`config.mk`:
```
export PLATFORM = sky130hd
export DESIGN_NAME = alu_issue_ctrl
export DESIGN_NICKNAME = d
export VERILOG_FILES = /design/src/rtl/alu_issue_ctrl.sv
export SDC_FILE = /design/constraint.sdc
export NUM_CORES = 1
export LEC_CHECK = 0
export BUFFER_PORTS_ARGS = -buffer_cell sky130_fd_sc_hd__buf_4
export CORE_MARGIN = 4
export CORE_UTILIZATION = 55
export DETAILED_ROUTE_END_ITERATION = 6
export PLACE_DENSITY = 0.83
export SLEW_MARGIN = 20
export SYNTH_ARGS = -nofsm -noshare
export SYNTH_HDL_FRONTEND = slang
export SYNTH_SLANG_ARGS = --single-unit
```
`constraint.sdc`:
```
create_clock -name clk -period 3.2 [get_ports clk]
set_clock_uncertainty 0.2 [all_clocks]
set_input_delay 0.48 -clock clk [delete_from_list [all_inputs] [get_ports clk]]
set_output_delay 0.48 -clock clk [all_outputs]
set_load 0.005 [all_outputs]
```
`src/rtl/alu_issue_ctrl.sv`:
```
// Issue controller for the 8-bit combinational ALU: register-file operand fetch, timed issue,
// result/flag capture and writeback. Optional macro ALU_ISSUE_STICKY_OF_EN makes flags_q[7] sticky.
module alu_issue_ctrl #(
    parameter int unsigned ADDR_W      = 3,
    parameter int unsigned ALU_LATENCY = 1
) (
    input  logic              clk,
    input  logic              rst_n,
    input  logic              cmd_valid,
    output logic              cmd_ready,
    input  logic [7:0]        cmd_op,
    input  logic [ADDR_W-1:0] cmd_rd,
    input  logic [ADDR_W-1:0] cmd_rs,
    input  logic [ADDR_W-1:0] cmd_rt,
    input  logic              cmd_imm_en,
    input  logic [7:0]        cmd_imm,
    output logic [7:0]        alu_a,
    output logic [7:0]        alu_b,
    output logic [7:0]        alu_sel,
    input  logic [7:0]        alu_x,
    input  logic [7:0]        alu_flags,
    output logic              rsp_valid,
    input  logic              rsp_ready,
    output logic [7:0]        rsp_result,
    output logic [7:0]        rsp_flags,
    output logic              rsp_err,
    output logic [7:0]        flags_q,
    input  logic [ADDR_W-1:0] dbg_addr,
    output logic [7:0]        dbg_data
);

    localparam int unsigned DEPTH = 1 << ADDR_W;
    localparam int unsigned CNT_W = (ALU_LATENCY > 1) ? $clog2(ALU_LATENCY) : 1;

    typedef enum logic [1:0] {StIdle, StIssue, StResp} state_e;

    state_e             r_state;
    state_e             w_state_nxt;
    logic [7:0]         r_rf [DEPTH];
    logic [7:0]         r_a;
    logic [7:0]         r_b;
    logic [7:0]         r_op;
    logic [ADDR_W-1:0]  r_rd;
    logic [CNT_W-1:0]   r_cnt;
    logic [7:0]         r_rsp_result;
    logic [7:0]         r_rsp_flags;
    logic               r_rsp_err;
    logic [7:0]         r_flags;

    logic               w_accept;
    logic               w_capture;
    logic               w_err;
    logic [7:0]         w_b;
    logic [7:0]         w_flags_cap;

    assign w_accept  = (r_state == StIdle) && cmd_valid;
    assign w_capture = (r_state == StIssue) && (r_cnt == '0);
    assign w_b       = cmd_imm_en ? cmd_imm : r_rf[cmd_rt];
    // Division and modulo by zero are refused before the ALU ever sees them.
    assign w_err     = (cmd_op == 8'h00) || (cmd_op > 8'h0F) ||
                       (((cmd_op == 8'h04) || (cmd_op == 8'h05)) && (w_b == 8'h00));

`ifdef ALU_ISSUE_STICKY_OF_EN
    assign w_flags_cap = {r_flags[7] | alu_flags[6], alu_flags[6:0]};
`else
    assign w_flags_cap = alu_flags;
`endif

    always_comb begin
        w_state_nxt = r_state;
        unique case (r_state)
            StIdle:  if (cmd_valid) w_state_nxt = w_err ? StResp : StIssue;
            StIssue: if (r_cnt == '0) w_state_nxt = StResp;
            StResp:  if (rsp_ready) w_state_nxt = StIdle;
            default: w_state_nxt = StIdle;
        endcase
    end

    always_ff @(posedge clk or negedge rst_n) begin
        if (!rst_n) begin
            r_state      <= StIdle;
            r_a          <= 8'h00;
            r_b          <= 8'h00;
            r_op         <= 8'h00;
            r_rd         <= '0;
            r_cnt        <= '0;
            r_rsp_result <= 8'h00;
            r_rsp_flags  <= 8'h00;
            r_rsp_err    <= 1'b0;
            r_flags      <= 8'h00;
        end else begin
            r_state <= w_state_nxt;
            if (w_accept) begin
                r_a   <= r_rf[cmd_rs];
                r_b   <= w_b;
                r_op  <= cmd_op;
                r_rd  <= cmd_rd;
                r_cnt <= CNT_W'(ALU_LATENCY - 1);
                if (w_err) begin
                    r_rsp_err    <= 1'b1;
                    r_rsp_result <= 8'h00;
                    r_rsp_flags  <= r_flags;
                end
            end else if (r_state == StIssue) begin
                if (r_cnt == '0) begin
                    r_rsp_err    <= 1'b0;
                    r_rsp_result <= alu_x;
                    r_rsp_flags  <= w_flags_cap;
                    r_flags      <= w_flags_cap;
                end else begin
                    r_cnt <= r_cnt - 1'b1;
                end
            end
        end
    end

    // Compare (0x0F) only updates flags; every other op writes back.
    always_ff @(posedge clk or negedge rst_n) begin
        if (!rst_n) begin
            for (int i = 0; i < DEPTH; i++) begin
                r_rf[i] <= 8'h00;
            end
        end else if (w_capture && (r_op != 8'h0F)) begin
            r_rf[r_rd] <= alu_x;
        end
    end

    assign cmd_ready  = (r_state == StIdle);
    assign rsp_valid  = (r_state == StResp);
    assign alu_a      = (r_state == StIssue) ? r_a  : 8'h00;
    assign alu_b      = (r_state == StIssue) ? r_b  : 8'h00;
    assign alu_sel    = (r_state == StIssue) ? r_op : 8'h00;
    assign rsp_result = r_rsp_result;
    assign rsp_flags  = r_rsp_flags;
    assign rsp_err    = r_rsp_err;
    assign flags_q    = r_flags;
    assign dbg_data   = r_rf[dbg_addr];

endmodule

```
Word-level counts from Yosys, hierarchy flattened
Index checks and enable logic that the tools add are counted.
- input bits: 49
- flip-flop bits (word level): 119
- word-level logic and storage cells: 92
- $lt $le $gt $ge: 6
- equality and inequality tests: 10
- multiplexer cells: 36
- add/sub/neg operators: 1
- reduce and logical (&&, ||, !) cells: 15
- bitwise logic cells: 6
- operators with widths (operator ; number):
    8-bit 2-to-1 mux ; 19
    8-bit binary-select mux with 3-bit select ; 3
    64-bit bitwise mux ; 1
    8-bit demux with 3-bit select ; 1
    8-bit by 3-bit == test with 1-bit output (second input constant) ; 2
    4-bit greater-or-equal comparator (second input constant) ; 4
    8-bit zero test ; 2
    3-bit inverter with 4-bit output ; 4
    3-bit AND reduction ; 3
    8-bit by 4-bit > comparator with 1-bit output (second input constant) ; 1
    2-bit 2-to-1 mux ; 4
    8-bit by 4-bit != test with 1-bit output (second input constant) ; 1
    1-bit 2-to-1 mux ; 7
    2-bit by 1-bit != test with 1-bit output (second input constant) ; 3
    2-bit case mux with 3 select lines ; 1
    1-bit logical AND ; 5
    4-bit by 1-bit < comparator with 1-bit output (second input constant) ; 1
    2-bit != test (second input constant) ; 2
    1-bit logical OR ; 3
    2-bit by 1-bit == test with 1-bit output (second input constant) ; 1
    2-bit == test (second input constant) ; 1
    2-bit zero test ; 1
    1-bit inverter ; 2
    2-bit nonzero test ; 1
    1-bit subtractor (second input constant) ; 1

Longest topological paths before layout
Gate-level depths: netlist of the first run.
- depth in word-level cells: 11
- mapped depth: 9
- gate-level depth less buffers: 7

Worst setup path before layout of the first run
Ideal clock, no wire load.
- path type: input to output
- start: input port dbg_addr[0]
- end: output port dbg_data[1]
- data required time: 2.520 ns
- setup slack: 0.289 ns
- arrival: 2.231 ns
- stages: 4
- cell sequence: clkbuf_1 > buf_1 > mux4_2 > mux2_2
- cells in the longest elaborated chain, start to end: 4
- RTL lines (item ; RTL line ; text):
    from (decl) ; 28 ; input logic [ADDR_W-1:0] dbg_addr,
    3-bit inverter with 4-bit output (not written as such) ; 137 ; assign dbg_data = r_rf[dbg_addr];
    8-bit binary-select mux with 3-bit select ; 137 ;
    8-bit 2-to-1 mux (not written as such) (2 in a row) ; 137 ;
    to (decl) ; 29 ; output logic [7:0] dbg_data
No other way between the ends. The select of a mux whose other input is x is not followed.

Final worst setup path of the first run
- start: register r_rf[2] in the netlist's numbering
- end: register r_rsp_flags[1] (netlist: rsp_flags[1])
- cells in the longest elaborated chain, start to end: 9
- RTL lines (item ; RTL line ; text):
    from (decl) ; 39 ; logic [7:0] r_rf [DEPTH];
    from (signal, indexed assignment) ; 124 ; r_rf[r_rd] <= alu_x;
    8-bit binary-select mux with 3-bit select ; 58 ; assign w_b = cmd_imm_en ? cmd_imm : r_rf[cmd_rt];
    8-bit 2-to-1 mux (not written as such) (2 in a row) ; 58 ;
    8-bit 2-to-1 mux ; 58 ;
    8-bit zero test ; 61 ; (((cmd_op == 8'h04) || (cmd_op == 8'h05)) && (w_b == 8'h00));
    1-bit logical AND ; 61 ;
    1-bit logical OR ; 60 ; assign w_err = (cmd_op == 8'h00) || (cmd_op > 8'h0F) ||
    2-bit by 1-bit != test with 1-bit output (no line) ; - ;
    3-bit AND reduction (no line) ; - ;
    to (signal assigned) ; 102 ; r_rsp_flags <= r_flags;
    to (signal assigned) ; 108 ; r_rsp_flags <= w_flags_cap;
    to (decl) ; 46 ; logic [7:0] r_rsp_flags;
No other way between the ends. The select of a mux whose other input is x is not followed.
A chain may end at the register's enable or synchronous reset.

==> summary.txt, run 1 <==
Status
  • Status: completed

Critical path
  • Critical-path cell list: mux2_2, o22ai_1, o31ai_1, nor4_2, nand4_2, mux2_4, mux2_4
  • CP Capture Type: flop
  • Worst Path Required: roughly 3.3 ns
  • CP top delay family: multiplexers
  • CP arrival: 2.78 ns
  • Critical path type: flop to flop
  • CP dominant cell by count: mux2_4
  • Slowest CP cell: mux2_4
  • Worst path max stage delay: 0.43 ns
  • Buf+Inv Stages, Crit Path: 0
  • CP max FO: 8
  • Crit path launch type: flop

Logic synthesis
  • Most instantiated cells after synthesis: 118 x dfrtp_1, 100 x mux2_2, 50 x nand2_1
  • Top FF cell, synth: dfrtp_1
  • FFs w/ async S/R, synth: 1.00
  • Mean post-synth cell area: 12.9 sq um
  • Gate Count Post-Synth: 496
  • Post-synth top area share: 0.460
  • Post-synth cell types: 42
  • Post-synthesis sequential area ratio: 0.460
  • Top post-synthesis cells by area: dfrtp_1 46%, mux2_2 18%, mux4_2 12%, mux2i_1 4.8%, nand2_1 2.9%
  • Syn Nets: 545
  • Post-synth top area cell: dfrtp_1
  • Yosys warnings: 0
  • Area of the mapped netlist: 0.00642 sq mm
  • EDFF count, synth: 0
  • Synthesized flop and latch total: 118
  • Count leader, synth: dfrtp_1

Die
  • Die X: about 120 microns
  • Core ar.: around 0.011 sq mm
  • FP Rows: 39
  • Die Ht: 116 microns
  • Die area: 0.0135 sq mm
  • IO Count: 108
  • Starting Density: 0.562

Pwr
  • Switching Share: 0.267
  • Comb pwr share: 0.181
  • Switching power total: 1260 uW
  • Register share of total power: 0.407
  • Clk pwr share: 0.412
  • Int Pwr: ~3500 uW
  • Pwr/cell area: 591 mW/mm^2
  • Maximum vdd drop: 0.000445 V
  • Leakage power: around 0.0037 uW

STA
  • Final Hold Viols: 0
  • Worst-Margin Slew: 0.746 ns
  • RSZ-0062 raised after global routing: no
  • Tcrit/Tclk final: 0.838
  • Minimum clock period after layout: 2.68 ns
  • Peak Freq: 373 MHz
  • Hold slack: 0.0585 ns
  • Final setup fails: 0
  • Relative slew slack: 0.501
  • Setup TNS Final: 0 ns
  • Max-slew violations: 0
  • Post-route setup slack: 0.517 ns

Placement
  • DP HPWL: approximately 11 mm
  • Placement Setup Slack: approximately 0.14 ns
  • Inst Count DP: approximately 730
  • Placer Congestion: 0.915
  • Port Buffer Count: approximately 110

Clock tree
  • Post-CTS Setup Inserts: 0
  • Num CTS Buffers: 17
  • Post-CTS Hold Fix Bufs: 1
  • CTS resizes: 0
  • H-tree depth: 4
  • Clock latency on the worst-skew pair: 0.42 ns
  • TritonCTS clock tree: yes
  • Clk Tree Root Cell: clkbuf_16
  • Clock tree buffer depth: 2
  • CTS Sinks: 118
  • CTS clk-pin slew, worst paths: 0.06 ns

Routing
  • Via count: approximately 4700
  • Drt initial violations: 432
  • Drt drc: 0
  • DR WL/cell: 22.1 microns
  • WL final: 16.7 mm
  • 1st-pass router iterations: 5
  • Vias per cell: around 6
  • ANT nets after route: 0

Job
  • Max Cap Viol: 0

GRT
  • Largest net degree at the start of global routing: a little under 70
  • GR Util met2: 0.417
  • Initial antenna violation count: 0
  • Number of global-route vias before repair: 4786
  • M1 GR Usage: 0.329
  • Global-route wire length before repair: 25.6 mm
  • Gr ovfl total: 0
  • GRT Overall Usage: 0.256
  • Met3 Usage GRT: 0.0684
  • GRT busiest layer: met2

Cells and area
  • Syn-to-layout area delta: 24.1%
  • Final Instance Count excl. Fillers: between 700 and 800
  • Ratio of cells with drive above 1 in the final layout: 0.499
  • Final net count: 651
  • Diode count: 0
  • Final core occ: 0.698

Worst hold path
  • Min-delay worst type: primary input to flop
kinds of logic (layout without fill, tap and decap cells):
logic type	count (synthesis)	after routing	synth area share
muxes	179	179	0.376
DFF	118	118	0.460
and+or+nand+nor	119	119	0.0928
AOI/OAI and AO/OA	45	45	0.0442
buffers and inverters	35	154	0.0267
path summary, 6_finish.rpt:
path / start / end / slack (ns) / cells after the start
min in group asynchronous: rst_n / r_op[6] / 0.47 / 2
max in group asynchronous: rst_n / r_rf[9] / 1.54 / 3
hold reg to reg: flags_q[5] / flags_q[5] / 0.30 / 2
hold / removal: alu_flags[3] / flags_q[3] / 0.06 / 3
setup reg to reg: r_rf[2] / rsp_flags[1] / 0.52 / 7
setup / recovery: r_rf[2] / rsp_flags[1] / 0.52 / 7
layout make-up:
type	instances	area, sq um
Tap cell	143	179
Fill cell	792	3450
Multi-Input combinational cell	343	3310
Clock buffer	18	429
Sequential cell	118	2950
Clock inverter	14	175
Timing Repair Buffer	121	923
Inverter	1	3.75
sequential cells by signal, summed over array words and instances (netlist names):
name	count
r_state	2
rsp_err	1
rsp_flags	8
rsp_result	8
r_rd	3
r_op	8
r_rf	64
r_b	8
flags_q	8
r_a	8
per-layer routing:
layer	wire length (microns)	part of all wire	vias up
met5	0	0	-
met4	331	0.020	0
met3	1570	0.094	30
met2	8200	0.49	232
met1	6640	0.40	2395
li1	-	-	2031
power groups by stage:
stage / Clock [uW] / Combinational (uW) / Sequential (uW)
floorplan: 0 / 529 / 1870
global placement: 0 / 817 / 1910
detailed placement: 0 / 846 / 1930
CTS: 1970 / 857 / 1910
global route: 2030 / 925 / 1940
finish: 1940 / 851 / 1920
metrics by stage:
step / total power, uW / area (sq um)
finish: 4710 / 7970
global route: 4890 / 7970
CTS: 4740 / 7970
detailed placement: 2780 / 7350
global placement: 2730 / 7350
floorplan: 2400 / 6420
worst min-delay path, stage by stage:
cell	delay, ns
buf_4	0.08
nand2_1	0.04
nand2_1	0.04
placed cells by master (no fill, tap or decap), types with 2 or more instances in the layout:
cell type and instances:
nand2b_1 4, o31ai_1 4, a21oi_1 24, and3_1 3, dfrtp_1 118, mux2i_1 31, and2_1 26, clkinv_2 2
mux4_2 35, mux2_4 12, nand3b_1 2, nor2_1 21, clkbuf_16 17, nor3b_2 2, a22o_1 4, clkinv_4 3
clkinvlp_4 3, o21a_1 2, mux2_2 100, o22ai_1 4, bufinv_16 3, inv_6 3, nand2_1 50, buf_4 119
Note: power is estimated with default switching activity, not from simulation.
==> run 2: changes to the inputs <==
--- a/config.mk
+++ b/config.mk
@@ -5,6 +5,7 @@
 export SDC_FILE = /design/constraint.sdc
 export NUM_CORES = 1
 export LEC_CHECK = 0
+export ABC_AREA = 1
 export BUFFER_PORTS_ARGS = -buffer_cell sky130_fd_sc_hd__buf_4
 export CORE_MARGIN = 4
 export CORE_UTILIZATION = 55
==> constraint.sdc (replaced) <==
create_clock -name clk -period 2.5 [get_ports clk]
set_clock_uncertainty 0.2 [all_clocks]
set_input_delay 0.375 -clock clk [delete_from_list [all_inputs] [get_ports clk]]
set_output_delay 0.375 -clock clk [all_outputs]
set_load 0.005 [all_outputs]
==> summary.txt, run 2 <==
Clock tree
  • Clk Tree Root Cell: clkbuf_16
  • Num CTS Buffers: 17
  • CTS clk-pin slew, worst paths: roughly 0.050 ns
  • CTS Sinks: roughly 120
  • Clock latency on the worst-skew pair: 0.41 ns
  • H-tree depth: 4
  • Clock tree buffer depth: 2
  • TritonCTS clock tree: yes

Critical path
  • Worst Path Required: ~1.9 ns
  • CP dominant cell by count: buf_4
  • CP max FO: 25
  • CP arrival: 1.83 ns
  • CP top delay family: buffers and inverters
  • CP Capture Type: primary output
  • Buf+Inv Stages, Crit Path: 4
  • Crit path launch type: flop
  • Critical path type: flop to primary output
  • FF-to-FF setup slack: 0.24 ns
  • Critical-path cell list: nor2_2, buf_12, clkinv_1, buf_4, nor2_1, buf_4
  • Slowest CP cell: dfrtp_1
  • Worst path max stage delay: 0.42 ns

Logic synthesis
  • Post-synthesis sequential area ratio: 0.452
  • Most instantiated cells after synthesis: 227 x nand2_1, 167 x o21ai_0, 118 x dfrtp_1
  • Mean post-synth cell area: 7.35 sq um
  • Count leader, synth: nand2_1
  • Post-synth cell types: 28
  • FFs w/ async S/R, synth: 1.00
  • Yosys warnings: 0
  • Synthesized flop and latch total: 118
  • Gate Count Post-Synth: 888
  • Post-synth top area share: 0.452
  • Post-synth top area cell: dfrtp_1
  • Top FF cell, synth: dfrtp_1
  • Syn Nets: 937
  • EDFF count, synth: 0
  • Area of the mapped netlist: approximately 0.0065 sq mm
  • Top post-synthesis cells by area: dfrtp_1 45%, nand2_1 13%, o21ai_0 13%, inv_1 5.9%, nand3_1 4.8%

STA
  • Final setup fails: 0
  • Worst-Margin Slew: just under 0.6 ns
  • Max-slew violations: 0
  • Tcrit/Tclk final: 0.964
  • Peak Freq: 415 MHz
  • Setup TNS Final: 0 ns
  • Minimum clock period after layout: 2.41 ns
  • Final Hold Viols: 0
  • Relative slew slack: 0.607
  • RSZ-0062 raised after global routing: no

Cells and area
  • Most frequent cells in the layout: 227 x nand2_1, 167 x o21ai_0, 123 x buf_4
  • Diode count: 0
  • Reg with most FFs: r_rf
  • Ratio of cells with drive above 1 in the final layout: 0.175
  • Max reg flops: 64
  • Final net count: 1055
  • FILL cells: 883
  • Commonest non-fill, non-tap cell in the layout: nand2_1
  • Syn-to-layout area delta: 27.7%
  • Final Cell Area: 0.00833 sq mm

Die
  • IO Count: 108
  • Starting Density: 0.567
  • Die X: 117 microns
  • Core ar.: 0.0115 sq mm
  • FP Rows: 39
  • Die Ht: 117 microns
  • Die area: approximately 0.014 sq mm

Job
  • Max Cap Viol: 0

Pwr
  • Leakage power: ~0.0044 uW
  • Maximum vdd drop: 0.000751 V
  • Pwr/cell area: about 770 mW/mm^2

Routing
  • DR WL/cell: 17.9 microns
  • Drt drc: 1
  • 1st-pass router iterations: 7
  • WL final: between 20 and 25 mm
  • Drt initial violations: 751
  • ANT nets after route: 0
  • Via count: 6727
  • Vias per cell: 5.80

Status
  • Status: finished with violations
  • Failing checks: design-rule violations

Placement
  • Area after DPL: 0.00744 sq mm
  • Port Buffer Count: approximately 110
  • DP HPWL: 13.7 mm
  • Placer Congestion: 0.988

GRT
  • Number of global-route vias before repair: 6359
  • Largest net degree at the start of global routing: 65
  • Global-route wire length before repair: 32.9 mm
  • Gr ovfl total: 0
  • Initial antenna violation count: 0
  • GRT Overall Usage: 0.314

Worst hold path
  • Min-delay worst type: primary input to flop
-- run 2: area by class of cell --
| cell class | count | area (sq um) | area share |
|---|---|---|---|
| flip-flops and latches | 118 | 2950 | 0.354 |
| multi-input cells | 608 | 2900 | 0.348 |
| repair buffers | 151 | 1240 | 0.149 |
| clock buffers | 23 | 498 | 0.0598 |
| inverters | 110 | 413 | 0.0495 |
| well taps | 143 | 179 | 0.0215 |
| clock inverters | 7 | 143 | 0.0171 |
-- run 2: worst paths after layout --
check,cells after the start,startpoint,end
worst max-delay path,6,r_state[1],alu_a[7]
worst min-delay path,3,alu_x[0],rsp_result[0]
worst max register to register,13,r_rf[51],rsp_flags[0]
worst min register to register,2,r_rf[32],r_rf[32]
max in group asynchronous,3,rst_n,r_a[5]
min in group asynchronous,2,rst_n,r_rf[32]
-- run 2: per-stage QoR --
step                      utilization  std cells  power [uW]  worst slack [ns]  hold WS, ns
after global routing            0.724       1160        6720           0.00327       0.0112
final                           0.724       1160        6430            0.0904       0.0147
after detailed placement        0.646       1106        3710           -0.0106        0.138
after global placement          0.646       1106        3680            0.0716        0.137
after CTS                       0.723       1160        6390            0.0631     0.000905
after floorplan                     -        888        3170             0.498       -0.121
-- run 2: worst register-to-register path: cells and delay by family (launching register included) --
| family | cells | cell delay [ns] |
|---|---|---|
| AND/OR/NAND/NOR | 11 | 1.25 |
| flip-flops | 1 | 0.39 |
| buffers and inverters | 1 | 0.17 |
| AO/OA/AOI/OAI | 1 | 0.17 |
-- run 2: what timing repair did --
item,CTS,global route
resized for setup,0,3
hold endpoints to repair,52,0
hold buffers,24,0
setup endpoints to repair,0,24
setup buffers,0,0
-- run 2: metal layers --
layer	global-route usage	up-vias	wire, microns
met1	0.433	3127	8470
met2	0.480	389	9560
li1	-	3160	-
met3	0.0756	51	2120
met4	0.127	0	596
met5	0	-	0
-- run 2: cells by family after synthesis --
kind of cell,after synthesis,share of synthesized area
AND/OR/NAND/NOR,351,0.230
AO/OA/AOI/OAI,257,0.215
buffers and inverters,162,0.103
flip-flops,118,0.452
-- run 2: power by group --
group | switching, uW | total [uW] | internal [uW]
combinational | 782 | 1300 | 521
clock | 840 | 2630 | 1790
sequential | 241 | 2500 | 2260
total | 1860 | 6430 | 4570
